`config.mk`:
```
export PLATFORM = sky130hd
export DESIGN_NAME = muldiv_unit
export DESIGN_NICKNAME = d
export VERILOG_FILES = /design/src/rtl/muldiv_pkg.sv /design/src/rtl/muldiv_datapath.sv /design/src/rtl/muldiv_unit.sv
export SDC_FILE = /design/constraint.sdc
export NUM_CORES = 1
export LEC_CHECK = 0
export CAP_MARGIN = 20
export CORE_ASPECT_RATIO = 1.25
export CORE_MARGIN = 1.5
export CORE_UTILIZATION = 60
export CTS_BUF_LIST = sky130_fd_sc_hd__clkbuf_16
export CTS_CLUSTER_DIAMETER = 200
export DETAILED_ROUTE_END_ITERATION = 10
export PLACE_DENSITY = 0.82
export SETUP_SLACK_MARGIN = 0.15
export SLEW_MARGIN = 30
export SYNTH_ARGS = -nofsm -noshare
export SYNTH_HDL_FRONTEND = slang
export SYNTH_SLANG_ARGS = --single-unit
```
`constraint.sdc`:
```
create_clock -name clock -period 4.6 [get_ports clock]
set_input_delay 0.92 -clock clock [delete_from_list [all_inputs] [get_ports clock]]
set_output_delay 0.92 -clock clock [all_outputs]
set_load 0.02 [all_outputs]
```
`src/rtl/muldiv_pkg.sv`:
```
// rtl/muldiv_pkg.sv - shared constants and types for the multiply/divide unit
// Contents: default operand width, funct codes handled by the unit,
//           FSM state encoding, and a helper that recognises long ops.
package muldiv_pkg;

  localparam int MULDIV_WIDTH = 32;

  localparam logic [5:0] FUNCT_MFHI  = 6'h10;
  localparam logic [5:0] FUNCT_MTHI  = 6'h11;
  localparam logic [5:0] FUNCT_MFLO  = 6'h12;
  localparam logic [5:0] FUNCT_MTLO  = 6'h13;
  localparam logic [5:0] FUNCT_MULT  = 6'h18;
  localparam logic [5:0] FUNCT_MULTU = 6'h19;
  localparam logic [5:0] FUNCT_DIV   = 6'h1A;
  localparam logic [5:0] FUNCT_DIVU  = 6'h1B;

  typedef enum logic [1:0] {
    S_IDLE = 2'd0,
    S_MUL  = 2'd1,
    S_DIV  = 2'd2,
    S_FIN  = 2'd3
  } state_t;

  // Multi-cycle ops: the ones that stall the pipeline.
  function automatic logic is_long_op(input logic [5:0] f);
    return (f == FUNCT_MULT) || (f == FUNCT_MULTU) ||
           (f == FUNCT_DIV)  || (f == FUNCT_DIVU);
  endfunction

endpackage

```
`src/rtl/muldiv_datapath.sv`:
```
// rtl/muldiv_datapath.sv - iterative shift-add multiply / restoring divide datapath
// Ports:
//   clock, reset        : rising-edge clock, synchronous active-high reset
//   load                : capture operand magnitudes, signs and mode
//   step                : perform one multiply or divide iteration
//   div_op, signed_op   : mode of the op being loaded (sampled on load)
//   div_zero            : select the divide-by-zero result pattern
//   a, b                : raw rs / rt operands
//   res_hi, res_lo      : sign-corrected results destined for HI / LO
module muldiv_datapath
  import muldiv_pkg::*;
#(
  parameter int WIDTH = MULDIV_WIDTH
) (
  input  logic             clock,
  input  logic             reset,
  input  logic             load,
  input  logic             step,
  input  logic             div_op,
  input  logic             signed_op,
  input  logic             div_zero,
  input  logic [WIDTH-1:0] a,
  input  logic [WIDTH-1:0] b,
  output logic [WIDTH-1:0] res_hi,
  output logic [WIDTH-1:0] res_lo
);

  // acc_hi/acc_lo form one 2*WIDTH accumulator shared by both modes:
  //   multiply: {partial product high, multiplier shifting out / product low}
  //   divide  : {partial remainder, dividend shifting out / quotient in}
  logic [WIDTH-1:0] acc_hi;
  logic [WIDTH-1:0] acc_lo;
  logic [WIDTH-1:0] opnd;       // multiplicand or divisor magnitude
  logic [WIDTH-1:0] a_raw;      // rs as presented, for the divide-by-zero HI value
  logic             mode_div;
  logic             sign_main;  // product sign or quotient sign
  logic             sign_rem;   // remainder follows the dividend

  logic [WIDTH-1:0]   a_mag;
  logic [WIDTH-1:0]   b_mag;
  logic [WIDTH:0]     mul_sum;
  logic [WIDTH:0]     div_shift;
  logic [WIDTH+1:0]   div_diff;
  logic [2*WIDTH-1:0] product;
  logic [2*WIDTH-1:0] prod_fix;
  logic [WIDTH-1:0]   quot_fix;
  logic [WIDTH-1:0]   rem_fix;

  always_comb begin
    a_mag = (signed_op && a[WIDTH-1]) ? (~a + WIDTH'(1)) : a;
    b_mag = (signed_op && b[WIDTH-1]) ? (~b + WIDTH'(1)) : b;

    // One extra bit on the adder so the carry into the shifted-in bit survives.
    mul_sum = {1'b0, acc_hi} + (acc_lo[0] ? {1'b0, opnd} : '0);

    // Restoring trial subtract; bit WIDTH+1 is the borrow (negative result).
    div_shift = {acc_hi, acc_lo[WIDTH-1]};
    div_diff  = {1'b0, div_shift} - {2'b00, opnd};

    product  = {acc_hi, acc_lo};
    prod_fix = sign_main ? (~product + (2*WIDTH)'(1)) : product;
    quot_fix = sign_main ? (~acc_lo + WIDTH'(1)) : acc_lo;
    rem_fix  = sign_rem  ? (~acc_hi + WIDTH'(1)) : acc_hi;

    if (div_zero) begin
      res_hi = a_raw;
      res_lo = '1;
    end else if (mode_div) begin
      res_hi = rem_fix;
      res_lo = quot_fix;
    end else begin
      res_hi = prod_fix[2*WIDTH-1:WIDTH];
      res_lo = prod_fix[WIDTH-1:0];
    end
  end

  always_ff @(posedge clock) begin
    if (reset) begin
      acc_hi    <= '0;
      acc_lo    <= '0;
      opnd      <= '0;
      a_raw     <= '0;
      mode_div  <= 1'b0;
      sign_main <= 1'b0;
      sign_rem  <= 1'b0;
    end else if (load) begin
      acc_hi    <= '0;
      acc_lo    <= div_op ? a_mag : b_mag;
      opnd      <= div_op ? b_mag : a_mag;
      a_raw     <= a;
      mode_div  <= div_op;
      sign_main <= signed_op & (a[WIDTH-1] ^ b[WIDTH-1]);
      sign_rem  <= signed_op & a[WIDTH-1];
    end else if (step) begin
      if (mode_div) begin
        if (!div_diff[WIDTH+1]) begin
          acc_hi <= div_diff[WIDTH-1:0];
          acc_lo <= {acc_lo[WIDTH-2:0], 1'b1};
        end else begin
          acc_hi <= div_shift[WIDTH-1:0];
          acc_lo <= {acc_lo[WIDTH-2:0], 1'b0};
        end
      end else begin
        {acc_hi, acc_lo} <= {mul_sum, acc_lo[WIDTH-1:1]};
      end
    end
  end

endmodule

```
`src/rtl/muldiv_unit.sv`:
```
// rtl/muldiv_unit.sv - multi-cycle MIPS multiply/divide unit with HI/LO registers
// Ports:
//   clock, reset    : rising-edge clock, synchronous active-high reset
//   op_valid        : decoder says this R-type instruction targets the unit
//   funct           : instruction funct field
//   Read_A, Read_B  : rs / rt operand values
//   stall           : combinational hold request for PC / IF
//   busy            : FSM is not idle
//   done            : one-cycle pulse, HI/LO just updated by mul/div
//   div_by_zero     : one-cycle pulse alongside done for a zero divisor
//   hi, lo          : HI / LO architectural registers
module muldiv_unit
  import muldiv_pkg::*;
#(
  parameter int WIDTH = MULDIV_WIDTH,
  parameter int CNT_W = 5
) (
  input  logic             clock,
  input  logic             reset,
  input  logic             op_valid,
  input  logic [5:0]       funct,
  input  logic [WIDTH-1:0] Read_A,
  input  logic [WIDTH-1:0] Read_B,
  output logic             stall,
  output logic             busy,
  output logic             done,
  output logic             div_by_zero,
  output logic [WIDTH-1:0] hi,
  output logic [WIDTH-1:0] lo
);

  state_t           state;
  state_t           next_state;
  logic [CNT_W-1:0] count;
  logic             dz_pending;

  logic             long_op;
  logic             op_div;
  logic             op_signed;
  logic             b_zero;
  logic             load;
  logic             step;
  logic [WIDTH-1:0] res_hi;
  logic [WIDTH-1:0] res_lo;

  assign long_op   = op_valid & is_long_op(funct);
  assign op_div    = (funct == FUNCT_DIV)  || (funct == FUNCT_DIVU);
  assign op_signed = (funct == FUNCT_MULT) || (funct == FUNCT_DIV);
  assign b_zero    = (Read_B == '0);

  assign busy = (state != S_IDLE);

  // The ~done term releases the stall in the done cycle and keeps the
  // still-present instruction from being accepted a second time.
  assign stall = busy | (long_op & ~done);

  always_comb begin
    next_state = state;
    load       = 1'b0;
    step       = 1'b0;
    case (state)
      S_IDLE: begin
        if (long_op && !done) begin
          load = 1'b1;
          if (op_div) next_state = b_zero ? S_FIN : S_DIV;
          else        next_state = S_MUL;
        end
      end
      S_MUL, S_DIV: begin
        step = 1'b1;
        if (count == '0) next_state = S_FIN;
      end
      S_FIN:   next_state = S_IDLE;
      default: next_state = S_IDLE;
    endcase
  end

  always_ff @(posedge clock) begin
    if (reset) begin
      state       <= S_IDLE;
      count       <= '0;
      dz_pending  <= 1'b0;
      done        <= 1'b0;
      div_by_zero <= 1'b0;
      hi          <= '0;
      lo          <= '0;
    end else begin
      state       <= next_state;
      done        <= 1'b0;
      div_by_zero <= 1'b0;

      if (load) begin
        count      <= CNT_W'(WIDTH - 1);
        dz_pending <= op_div & b_zero;
      end else if (step && count != '0) begin
        count <= count - CNT_W'(1);
      end

      if (state == S_IDLE && op_valid) begin
        if (funct == FUNCT_MTHI) hi <= Read_A;
        if (funct == FUNCT_MTLO) lo <= Read_A;
      end

      if (state == S_FIN) begin
        hi          <= res_hi;
        lo          <= res_lo;
        done        <= 1'b1;
        div_by_zero <= dz_pending;
        dz_pending  <= 1'b0;
      end
    end
  end

  muldiv_datapath #(
    .WIDTH(WIDTH)
  ) u_datapath (
    .clock     (clock),
    .reset     (reset),
    .load      (load),
    .step      (step),
    .div_op    (op_div),
    .signed_op (op_signed),
    .div_zero  (dz_pending),
    .a         (Read_A),
    .b         (Read_B),
    .res_hi    (res_hi),
    .res_lo    (res_lo)
  );

endmodule
```
==> results.txt, run 1 <==
The area of the multi-input gates came out at 11300 um2. The area taken by flip-flops and latches is between 4000 and 5000 um2. The synthesis-to-layout area growth is 15.4%. The maximum resistive drop on vdd came out at approximately 230 uV. After detailed routing, the number of remaining DRC violations is 0. The final global-route overflow total is 0. The first-pass detailed-route iteration total came out at 6. On the worst path, the slowest cell contributes a delay of roughly 0.43 ns. The number of max-cap violations came out at 0. Of all flip-flops after synthesis, the portion carrying an async set or reset was 0%. The final routed wire length divided by cell count is about 23 um. The synthesized flop and latch total came out at between 200 and 250. The worst hold path class is reg -> reg. The row count is 67. The die area is around 28000 um2. Sequential elements use approximately a quarter of the synthesized area. The number of ports placed on the die boundary is about 140. Clock-pin slew was measured on the worst setup and hold paths at about 0.060 ns. The pin count of the biggest net entering global routing is 160. The number of buffers inserted by port buffering came out at 140.

The total number of vias is 17500. Synthesis instantiated 83 different standard cells from the library. In the post-synthesis netlist, the biggest area contributors are sky130_fd_sc_hd__dfxtp_1, sky130_fd_sc_hd__nor2_1, sky130_fd_sc_hd__a21oi_1. The fill cell total of the finished layout is 2167.

The cell-internal power is ~3200 uW. The number of buffers created by CTS came out at 24. The post-cts repair resize count is 0.

The largest fanout on the critical path is 28. The first-pass GRT wire length is between 90000 and 100000 um. The total wire length after detailed routing is slightly above 60000 um. The number of antenna violations at the first check in global routing is 0.

The first routing iteration left between 1500 and 2000 violations. The signal on the critical path passes through clkinv_1, buf_4, nor2_1, ha_1, a21oi_1, o21ai_0, a211o_1, o21ai_0, a31oi_1, a31oi_1, xnor2_1, nor2_1, o31ai_1. The die width is roughly 150 um. The number of enable-type register cells in the synthesized netlist came out at 0. The tree is rooted in a sky130_fd_sc_hd__clkbuf_16.

The most used flip-flop cell after synthesis is sky130_fd_sc_hd__dfxtp_1. Setup repair after global routing left no endpoint under its margin. The slew of the pin with the lowest slew margin came out at a little over 0.9 ns. At the end of routability-driven placement, the weighted congestion stood at roughly 1.0. When the netlist entered floorplanning its net count stood at about 2300. Net switching is between 30% and 40% of the power. TritonCTS built the clock tree. The warning count from the yosys run is 0. The height of the die came out at 187 um. The power density over the cells came out at 256 nW/um2.

The class of the most critical setup path is reg -> reg. No sink is reached through more buffers than the 3 on the longest clock path. The data required time of the critical path came out at 5.06 ns.

The smallest clock period supported by the final layout is computed as about 4 ns. The relative max-transition margin came out at a little over a third. The number of antenna diodes in the final layout is 0.

The critical path arrival is 4.37 ns. The achievable clock frequency is 256 MHz. Across the routed clock network, the largest skew measured is around 0.032 ns. For this design the static power due to leakage is approximately 0.007 uW. The total cell area at the placement stage came out at approximately 18000 um2. For this design, the CTS-stage hold fixing added 0 buffers.

The final standard cell utilization of the core came out at between 70 and 80%. The sum of net half-perimeters after detailed placement is 45000 um. The synthesized instance count is about 2200. After routing the design area is 18800 um2.

The power dissipated by switching net loads came out at 1580 uW. The latest clock arrival within the worst-skew pair came out at around 0.56 ns. The ratio of cells with drive above 1 in the final layout is 7.04%.

The number of pins with negative max-slew slack in the final report is 0. Setup total negative slack on the finished layout was measured at 0 ns. The biggest area consumer among synthesized cells is sky130_fd_sc_hd__dfxtp_1. The power share of the sequential group came out at between 30% and 40%. The detail route stage leaves a number of antenna-violating nets equal to 0. Setup violations remaining at the end of the flow were counted as 0.

The clock network burns a little under 40% of the power. The highest-delay cell along the critical path is sky130_fd_sc_hd__dfxtp_1. The number of failing hold endpoints at the final stage is 0. In this run the number of H-tree levels came out at 1.

The initial core utilization came out at 60.8%. In the routed layout, each cell is associated on average with a via count of 6.67. The total routing resource utilization after global routing is 42.1%. The core footprint is between 20000 and 30000 um2. The flow ran to the end, and the final reports show no timing, DRC or antenna violations.

The worst setup path is captured at a flip-flop. The portion of total power attributed to combinational logic came out at a little under a quarter. In the final design database the tool counted 2416 nets.

The count of buffering cells on the critical path with inverters included is 2. The setup fix buffers added after clock tree synthesis is 0. In this run the cell area of the synthesized design comes to roughly 16000 um2. The portion of the clock cycle consumed by the worst path in the final layout came out at 85.0%. The cell family contributing the most delay on the critical path is compound AO/OA/AOI/OAI gates. After synthesis, the mean cell area works out to roughly 7.4 um2. The critical path launch point type is a flip-flop. The number of clock sinks seen by CTS is approximately 210. The number of global-route vias before repair came out at ~16000. The fraction of synthesized cell area taken by the top area cell type is between 20% and 30%.
-- cells in the final DEF (no fill, tap or decap), types with 31 or more instances in the layout --
| cell | count |
|---|---|
| sky130_fd_sc_hd__nor2_1 | 257 |
| sky130_fd_sc_hd__dfxtp_1 | 204 |
| sky130_fd_sc_hd__a21oi_1 | 191 |
| sky130_fd_sc_hd__nand2_1 | 189 |
| sky130_fd_sc_hd__o21ai_0 | 165 |
| sky130_fd_sc_hd__clkdlybuf4s50_1 | 138 |
| sky130_fd_sc_hd__xnor2_1 | 107 |
| sky130_fd_sc_hd__inv_1 | 81 |
| sky130_fd_sc_hd__a211oi_1 | 80 |
| sky130_fd_sc_hd__o221ai_1 | 72 |
| sky130_fd_sc_hd__ha_1 | 70 |
| sky130_fd_sc_hd__buf_4 | 67 |
| sky130_fd_sc_hd__xor2_1 | 63 |
| sky130_fd_sc_hd__mux2i_1 | 60 |
| sky130_fd_sc_hd__nor3_1 | 43 |
| sky130_fd_sc_hd__a21o_1 | 37 |
| sky130_fd_sc_hd__nand3_1 | 36 |
| sky130_fd_sc_hd__o31ai_1 | 32 |
| sky130_fd_sc_hd__a31oi_1 | 31 |
-- logic make-up after synthesis --
| kind of cell | synth area share (%) |
|---|---|
| buffers and inverters | 5.61 |
| DFF | 25.2 |
| and+or+nand+nor | 20.4 |
| adders and majority gates | 5.79 |
| muxes | 4.46 |
| xor gates and xnor gates | 9.16 |
| AOI/OAI and AO/OA | 29.4 |
-- area by class of cell --
type / count / area share [%]
Inverter: 80 / 1.60
Clock inverter: 19 / 0.741
Clock buffer: 24 / 3.20
Timing Repair Buffer: 207 / 10.2
Tap cell: 345 / 2.30
Sequential cell: 205 / 21.9
Multi-Input combinational cell: 1751 / 60.1
-- cells in the mapped netlist (all sizes together), types with 37 or more instances --
cell type,instances
nor2,257
xnor2,107
mux2i,60
o221ai,72
nor3,44
a21o,37
ha,72
o21ai,170
inv,77
xor2,63
dfxtp,205
clkbuf,142
nand2,189
a211oi,80
a21oi,192
-- power groups by stage --
stage	Combinational [uW]	Clock, uW	Sequential [uW]
5_1_grt	1180	1920	1850
3_5_place_dp	1060	0	1890
2_1_floorplan	675	0	1870
4_1_cts	1070	1840	1850
3_3_place_gp	1050	0	1890
6_report	1100	1850	1850
-- routing by layer --
metal  vias to the layer above  routed length [um]  GRT usage, %  part of all wire [%]
met5                         -                   0             0                     0
met4                         0                4040          24.3                   6.7
met3                       240                6270          7.88                    10
met2                      1084               27600          68.6                    46
met1                      8074               22400          51.4                    37
li1                       8138                   -             -                     -
-- registers in the layout (all words and copies together) (netlist names), 2 cells and up --
name / cells
state: 2
hi: 32
u_datapath.acc_lo: 32
lo: 32
u_datapath.a_raw: 32
u_datapath.acc_hi: 32
count: 5
u_datapath.opnd: 32
-- worst paths after layout --
check | end | cells past startpoint | slack [ns] | start
min | u_datapath.a_raw[19] | 2 | 0.45 | u_datapath.a_raw[19]
max reg2reg | u_datapath.acc_hi[28] | 13 | 0.69 | u_datapath.acc_lo[0]
min reg2reg | u_datapath.a_raw[19] | 2 | 0.45 | u_datapath.a_raw[19]
max | u_datapath.acc_hi[28] | 13 | 0.69 | u_datapath.acc_lo[0]
-- worst reg2reg max path, cell delays in order, from the launching register on --
cell                       delay (ns)
sky130_fd_sc_hd__dfxtp_1         0.43
sky130_fd_sc_hd__clkinv_1        0.33
sky130_fd_sc_hd__buf_4           0.36
sky130_fd_sc_hd__nor2_1          0.13
sky130_fd_sc_hd__ha_1            0.29
sky130_fd_sc_hd__a21oi_1         0.14
sky130_fd_sc_hd__o21ai_0         0.19
sky130_fd_sc_hd__a211o_1         0.33
sky130_fd_sc_hd__o21ai_0         0.43
sky130_fd_sc_hd__a31oi_1         0.38
sky130_fd_sc_hd__a31oi_1         0.37
sky130_fd_sc_hd__xnor2_1         0.16
sky130_fd_sc_hd__nor2_1          0.06
sky130_fd_sc_hd__o31ai_1         0.24
-- stage by stage --
step                      total power [uW]  hold slack, ns  cells  setup WS (ns)
after floorplan                       2550           0.427   2194           1.12
after global placement                2940           0.433   2588          0.584
after detailed placement              2950           0.443   2588          0.445
after CTS                             4760           0.452   2631          0.820
after global routing                  4950           0.470   2631          0.520
final                                 4800           0.450   2631          0.690
(Power assumes the default switching activity.)
==> run 2: changes to the inputs <==
==> constraint.sdc (replaced) <==
create_clock -name clock -period 3.95 [get_ports clock]
set_input_delay 0.79 -clock clock [delete_from_list [all_inputs] [get_ports clock]]
set_output_delay 0.79 -clock clock [all_outputs]
set_load 0.02 [all_outputs]
==> results.txt, run 2 (synthesis gave the netlist of run 1 again) <==
The fraction of power spent switching nets is 31.6% (was 32.9%). The number of levels in the clock H-tree came out at 1 (unchanged). The final setup TNS came to 0 ns (unchanged).

The largest fanout on the critical path is 7 (was 28). The time the worst path needs with I/O delays and setup is 3.60 ns (was 3.91 ns). The standby leakage power came out at 0.00739 uW (was 0.00704 uW). The die area came out at 28100 um2 (unchanged).

The number of clock sinks seen by CTS is 205 (unchanged). The power share of the sequential group came out at 37.8% (was 38.5%). The number of antenna violations at the first check in global routing is 0 (unchanged).

The total wire length after detailed routing was 62400 um (was 60300 um). The setup clock skew after layout is 0.0113 ns (was 0.0325 ns). The row count came out at 67 (unchanged). The number of global-route vias before repair is 16900 (was 16400). The power dissipated by switching net loads is 1800 uW (was 1580 uW). The CTS tree was built (unchanged). The final standard cell utilization of the core is 72.2% (was 70.1%).

The cell area after layout was 19300 um2 (was 18800 um2). The critical path launch point is u_datapath.acc_lo[0] (unchanged). The first-pass detailed-route iteration total came to 6 (unchanged). The endpoint class of the critical path is a flip-flop (unchanged). The number of max-cap violations is 0 (unchanged). The number of pins with negative max-slew slack in the final report is 0 (unchanged). The ratio of cells with drive above 1 in the final layout came out at 9.92% (was 7.04%).

The library cell used as clock root buffer is sky130_fd_sc_hd__clkbuf_16 (unchanged). RSZ-0062 raised after global routing: true (was false). The worst-case clock buffer depth came to 3 (unchanged). The portion of total power attributed to combinational logic came out at 23.9% (was 23.0%). The critical path arrival came out at 4.01 ns (was 4.37 ns). The final global-route overflow total is 0 (unchanged). The beginning of the worst hold path is u_datapath.a_raw[18] (was u_datapath.a_raw[19]). The maximum resistive drop on vdd is 220 uV (was 230 uV). The placed instance count is 2652 (was 2588).

The total cell area at the placement stage came out at 18500 um2 (was 18000 um2). The relative max-transition margin is 28.9% (was 36.5%). Result of the run: complete, no violations (unchanged). The die width came out at 150 um (unchanged).

The cell-internal power came out at 3890 uW (was 3230 uW). The final routed wire length divided by cell count came out at 23.2 um (was 22.9 um). The number of antenna repair diodes is 0 (unchanged). The pin count of the biggest net entering global routing came out at 81 (was 160). The most common library cell in the layout ignoring fill and taps is sky130_fd_sc_hd__nor2_1 (unchanged). The number of nets still failing antenna checks after routing came out at 0 (unchanged). The total number of vias is 18100 (was 17500).

The number of ports placed on the die boundary came out at 141 (unchanged). The worst hold path class is reg -> reg (unchanged). The achievable clock frequency came out at 278 MHz (was 256 MHz).

The clock transition time at the flip-flop clock pins of the worst setup and hold paths came out at 0.07 ns (was 0.06 ns). The smallest setup slack after layout came out at 0.348 ns (was 0.690 ns). The latest clock arrival within the worst-skew pair came out at 0.52 ns (was 0.56 ns). The average via count per standard cell came out at 6.72 (was 6.67). The portion of the clock cycle consumed by the worst path in the final layout is 91.2% (was 85.0%). The height of the die came to 187 um (unchanged).

The critical path launch point type was a flip-flop (unchanged). The core footprint came to 26700 um2 (unchanged). The number of design rule violations left after detail routing came to 0 (unchanged). Commonest cells after routing, fill and taps aside: sky130_fd_sc_hd__nor2_1, sky130_fd_sc_hd__dfxtp_1, sky130_fd_sc_hd__a21oi_1, sky130_fd_sc_hd__nand2_1, sky130_fd_sc_hd__o21ai_0 (unchanged). The number of failing hold endpoints at the final stage came out at 0 (unchanged).

The initial core utilization is 60.8% (unchanged). The number of buffers created by CTS came out at 22 (was 24). The iteration-0 DRC count of the detailed router came out at 1855 (was 1700).

The routability congestion estimate from global placement came out at 1.05 (was 1.04). The number of buffers inserted by port buffering is 140 (unchanged). The data required time of the critical path is 4.36 ns (was 5.06 ns). The sum of net half-perimeters after detailed placement is 46600 um (was 45000 um). The total of endpoints with negative setup slack in the final report came out at 0 (unchanged). The fill cell total of the finished layout came to 2176 (was 2167). The first-pass GRT wire length came out at 95400 um (was 92700 um). The start of the worst register-to-register path is u_datapath.acc_lo[0] (unchanged).

The final-stage net count came out at 2480 (was 2416). The total routing resource utilization after global routing came out at 43.4% (was 42.1%). The slew of the pin with the lowest slew margin is 1.07 ns (was 0.929 ns).

The power share of the clock group came out at 38.3% (was 38.5%). The class of the most critical setup path is reg -> reg (unchanged). The power density over the cells came out at 295 nW/um2 (was 256 nW/um2).

The synthesis-to-layout area growth was 18.8% (was 15.4%). The final cell count without fillers is 2694 (was 2631). The setup slack after placement came out at 0.000806 ns (was 0.445 ns).
==> run 2: cell count changes in the layout (fill, tap and decap cells not counted), moves of 2 or more <==
cell                        change
sky130_fd_sc_hd__buf_4         +64
sky130_fd_sc_hd__bufinv_16      +2
sky130_fd_sc_hd__buf_12         +2
sky130_fd_sc_hd__clkinv_1       -2
==> run 2: worst paths after layout <==
kind / end / slack, ns / cells past startpoint
max: u_datapath.acc_hi[27] / 0.35 / 14
min: u_datapath.a_raw[18] / 0.45 / 2
max reg2reg: u_datapath.acc_hi[27] / 0.35 / 14
min reg2reg: u_datapath.a_raw[18] / 0.45 / 2
==> run 2: power by group through the flow <==
stage               Combinational, uW  Sequential (uW)  Clock [uW]
floorplan                         786             2180           0
global placement                 1300             2190           0
detailed placement               1310             2190           0
CTS                              1320             2150        2180
global route                     1450             2150        2250
finish                           1360             2150        2180
==> run 2: metrics by stage <==
step	hold slack (ns)	total power, uW
after floorplan	0.427	2970
after detailed placement	0.445	3510
final	0.454	5700
after CTS	0.454	5650
after global routing	0.470	5850
after global placement	0.434	3500
==> run 2: routing by layer <==
metal,wire (um),global-route usage (%),share of wire (%)
met1,23300,52.9,37
met2,28100,69.7,45
met3,6360,8.07,10
met4,4730,27.8,7.6
met5,0,0,0
==> run 2: worst max-delay path: stages, from the launching register on <==
cell and delay, ns:
sky130_fd_sc_hd__dfxtp_1 0.43, sky130_fd_sc_hd__clkinv_1 0.23, sky130_fd_sc_hd__buf_4 0.23, sky130_fd_sc_hd__nor2_1 0.09
sky130_fd_sc_hd__ha_1 0.24, sky130_fd_sc_hd__a21o_1 0.21, sky130_fd_sc_hd__a311oi_1 0.42, sky130_fd_sc_hd__nor4_2 0.15
sky130_fd_sc_hd__nor3b_2 0.36, sky130_fd_sc_hd__o31ai_1 0.13, sky130_fd_sc_hd__buf_4 0.17, sky130_fd_sc_hd__a211oi_1 0.33
sky130_fd_sc_hd__xnor2_1 0.17, sky130_fd_sc_hd__o21ai_0 0.09, sky130_fd_sc_hd__o221a_2 0.27
==> run 2: layout make-up <==
type	instances	area [um2]	area share [%]
inverter	80	300	1.55
clock inverter	17	169	0.875
timing repair buffer	273	2430	12.6
multi-input combinational	1751	11300	58.5
clock buffer	23	576	2.98
tap	345	432	2.23
sequential	205	4110	21.3
==> run 2: repair_timing <==
action,in CTS,in global routing
setup endpoints to repair,0,10
hold buffers,0,0
buffers inserted,0,2
resized for setup,0,5
==> run 3: changes to the inputs <==
--- a/config.mk
+++ b/config.mk
@@ -6,13 +6,15 @@
 export NUM_CORES = 1
 export LEC_CHECK = 0
 export CAP_MARGIN = 20
+export CELL_PAD_IN_SITES_DETAIL_PLACEMENT = 2
+export CELL_PAD_IN_SITES_GLOBAL_PLACEMENT = 2
 export CORE_ASPECT_RATIO = 1.25
 export CORE_MARGIN = 1.5
-export CORE_UTILIZATION = 60
+export CORE_UTILIZATION = 35
 export CTS_BUF_LIST = sky130_fd_sc_hd__clkbuf_16
 export CTS_CLUSTER_DIAMETER = 200
 export DETAILED_ROUTE_END_ITERATION = 10
-export PLACE_DENSITY = 0.82
+export PLACE_DENSITY_LB_ADDON = 0.1
 export SETUP_SLACK_MARGIN = 0.15
 export SLEW_MARGIN = 30
 export SYNTH_ARGS = -nofsm -noshare
==> constraint.sdc (replaced) <==
create_clock -name clock -period 3.4 [get_ports clock]
set_input_delay 0.68 -clock clock [delete_from_list [all_inputs] [get_ports clock]]
set_output_delay 0.68 -clock clock [all_outputs]
set_load 0.02 [all_outputs]
==> results.txt, run 3 (synthesis gave the netlist of run 1 again) <==
The highest routed metal layer was met4 (unchanged). The data required time of the critical path was 3.86 ns (was 4.36 ns). The relative max-transition margin came to 39.4% (was 28.9%). The ratio of cells with drive above 1 in the final layout is 19.9% (was 9.92%). The smallest setup slack after layout is 0.0996 ns (was 0.348 ns). The height of the die is 244 um (was 187 um). The total wire length after detailed routing came out at 87700 um (was 62400 um). The critical path launch point type is a flip-flop (unchanged).

The total design power came out at 7120 uW (was 5700 uW). The average via count per standard cell is 6.16 (was 6.72). The number of buffers inserted by port buffering came to 140 (unchanged). The die width is 196 um (was 150 um). The first-pass detailed-route iteration total came to 5 (was 6). The achievable clock frequency is 303 MHz (was 278 MHz).

The clock transition time at the flip-flop clock pins of the worst setup and hold paths is 0.06 ns (was 0.07 ns). The number of ports placed on the die boundary is 141 (unchanged). The setup clock skew after layout was 0.0336 ns (was 0.0113 ns). The number of max-cap violations came out at 0 (unchanged). The portion of the clock cycle consumed by the worst path in the final layout came to 97.1% (was 91.2%). The routability congestion estimate from global placement came to 0.994 (was 1.05). Commonest cells after routing, fill and taps aside: sky130_fd_sc_hd__buf_4, sky130_fd_sc_hd__nor2_1, sky130_fd_sc_hd__dfxtp_1, sky130_fd_sc_hd__nand2_1, sky130_fd_sc_hd__a21oi_1 (was sky130_fd_sc_hd__nor2_1, sky130_fd_sc_hd__dfxtp_1, sky130_fd_sc_hd__a21oi_1, sky130_fd_sc_hd__nand2_1, sky130_fd_sc_hd__o21ai_0). The worst hold path class is reg -> reg (unchanged).

The number of antenna repair diodes is 0 (unchanged). The most common library cell in the layout ignoring fill and taps is sky130_fd_sc_hd__buf_4 (was sky130_fd_sc_hd__nor2_1). The power density over the cells is 328 nW/um2 (was 295 nW/um2). The initial core utilization is 35.3% (was 60.8%). The met3 wire length came to 3200 um (was 6360 um). The largest fanout on the critical path is 4 (was 7).

The sum of net half-perimeters after detailed placement is 65000 um (was 46600 um). The total number of vias came out at 19200 (was 18100). The slew of the pin with the lowest slew margin came out at 0.909 ns (was 1.07 ns).

The setup slack after placement came out at -0.542 ns (was 0.000806 ns). The number of global-route vias before repair is 20500 (was 16900). The number of failing hold endpoints at the final stage was 0 (unchanged). The pin count of the biggest net entering global routing came out at 81 (unchanged). The critical path arrival was 3.76 ns (was 4.01 ns). The maximum resistive drop on vdd came out at 334 uV (was 220 uV). The final global-route overflow total came to 0 (unchanged). The total routing resource utilization after global routing came out at 34.4% (was 43.4%). The final standard cell utilization of the core came out at 47.1% (was 72.2%). The number of nets still failing antenna checks after routing is 0 (unchanged). The library cell used as clock root buffer is sky130_fd_sc_hd__clkbuf_16 (unchanged).

The number of antenna violations at the first check in global routing is 0 (unchanged). RSZ-0062 raised after global routing: true (unchanged). The latest clock arrival within the worst-skew pair is 0.57 ns (was 0.52 ns). The first-pass GRT wire length came out at 126000 um (was 95400 um).

The endpoint class of the critical path is a flip-flop (unchanged). The core footprint is 46000 um2 (was 26700 um2). The number of design rule violations left after detail routing came out at 0 (unchanged).

The number of clock sinks seen by CTS is 205 (unchanged). Result of the run: complete, no violations (unchanged). The worst-case clock buffer depth came out at 3 (unchanged). The CTS tree is built (unchanged).

The time the worst path needs with I/O delays and setup was 3.30 ns (was 3.60 ns). The number of levels in the clock H-tree is 1 (unchanged). The final-stage net count is 2661 (was 2480). The detailed route wirelength on metal2 came to 43300 um (was 28100 um). The number of buffers created by CTS is 24 (was 22). The synthesis-to-layout area growth came out at 33.4% (was 18.8%). The die area came to 47800 um2 (was 28100 um2). The iteration-0 DRC count of the detailed router is 1003 (was 1855). The row count came out at 88 (was 67). The met1 layer wirelength in the final routing came out at 35100 um (was 23300 um). The final routed wire length divided by cell count was 28.2 um (was 23.2 um). The total of endpoints with negative setup slack in the final report came out at 0 (unchanged). The class of the most critical setup path is reg -> reg (unchanged). The number of pins with negative max-slew slack in the final report is 0 (unchanged). The standby leakage power is 0.00855 uW (was 0.00739 uW).
==> run 3: changes by cell type in the layout (fill, tap and decap cells not counted), moves of 8 or more <==
| cell | before | now |
|---|---|---|
| sky130_fd_sc_hd__a21oi_1 | 190 | 180 |
| sky130_fd_sc_hd__a21oi_2 | 2 | 12 |
| sky130_fd_sc_hd__buf_4 | 131 | 298 |
| sky130_fd_sc_hd__clkdlybuf4s50_1 | 138 | 130 |
| sky130_fd_sc_hd__dfxtp_1 | 204 | 196 |
| sky130_fd_sc_hd__ha_1 | 70 | 58 |
| sky130_fd_sc_hd__ha_4 | 0 | 11 |
| sky130_fd_sc_hd__o21ai_0 | 165 | 155 |
==> run 3: stage by stage <==
step           area, um2  std cells  hold WS, ns  setup TNS (ns)
2_1_floorplan      16300       2194        0.427               0
3_3_place_gp       20100       3055        0.433           -5.77
3_5_place_dp       20100       3055        0.451           -9.42
4_1_cts            21100       3099        0.456               0
5_1_grt            21700       3114        0.480        -0.00738
6_report           21700       3114        0.454               0
==> run 3: path summary, 6_finish.rpt <==
path,start,to,slack (ns),cells after the start
max,u_datapath.acc_lo[0],u_datapath.acc_hi[27],0.1,14
min,u_datapath.a_raw[12],u_datapath.a_raw[12],0.45,2
max reg2reg,u_datapath.acc_lo[0],u_datapath.acc_hi[27],0.1,14
min reg2reg,u_datapath.a_raw[12],u_datapath.a_raw[12],0.45,2
==> run 3: report_power, final <==
part           switching [uW]  internal [uW]  leakage [uW]
clock network            1170           1430      0.000383
registers                53.3           2440       0.00166
logic                    1190            835       0.00650
total                    2420           4710       0.00855
==> run 3: critical path: stages, from the launching register on <==
cell and delay, ns:
sky130_fd_sc_hd__dfxtp_4 0.37, sky130_fd_sc_hd__and2_4 0.17, sky130_fd_sc_hd__ha_4 0.16, sky130_fd_sc_hd__fa_2 0.38, sky130_fd_sc_hd__a21o_1 0.21, sky130_fd_sc_hd__a311oi_2 0.35
sky130_fd_sc_hd__nor4_1 0.12, sky130_fd_sc_hd__buf_4 0.18, sky130_fd_sc_hd__nor3b_2 0.24, sky130_fd_sc_hd__buf_4 0.19, sky130_fd_sc_hd__o31ai_4 0.08, sky130_fd_sc_hd__a211oi_2 0.29
sky130_fd_sc_hd__xnor2_1 0.16, sky130_fd_sc_hd__o21ai_1 0.07, sky130_fd_sc_hd__o221a_2 0.24
==> run 3: final cells by class <==
cell class                      count  area (um2)
Sequential cell                   205        4120
Tap cell                          585         732
Fill cell                        5225       24300
Timing Repair Buffer              452        3920
Clock inverter                     17         140
Inverter                           80         305
Multi-Input combinational cell   1751       11900
Clock buffer                       24         601
==> run 3: routing by layer <==
metal  vias up  GRT usage [%]
li1       8624              -
met1      9719           40.3
met2       595           61.4
met3       243           2.81
met4         0           19.8
met5         -              0
==> run 3: repair_timing <==
action	4_1_cts	5_1_grt
gates resized for setup	45	103
setup endpoints to repair	41	56
hold endpoints to repair	0	0
pin swaps	9	47
gates cloned	0	3
setup buffers	3	12
hold buffers	0	0
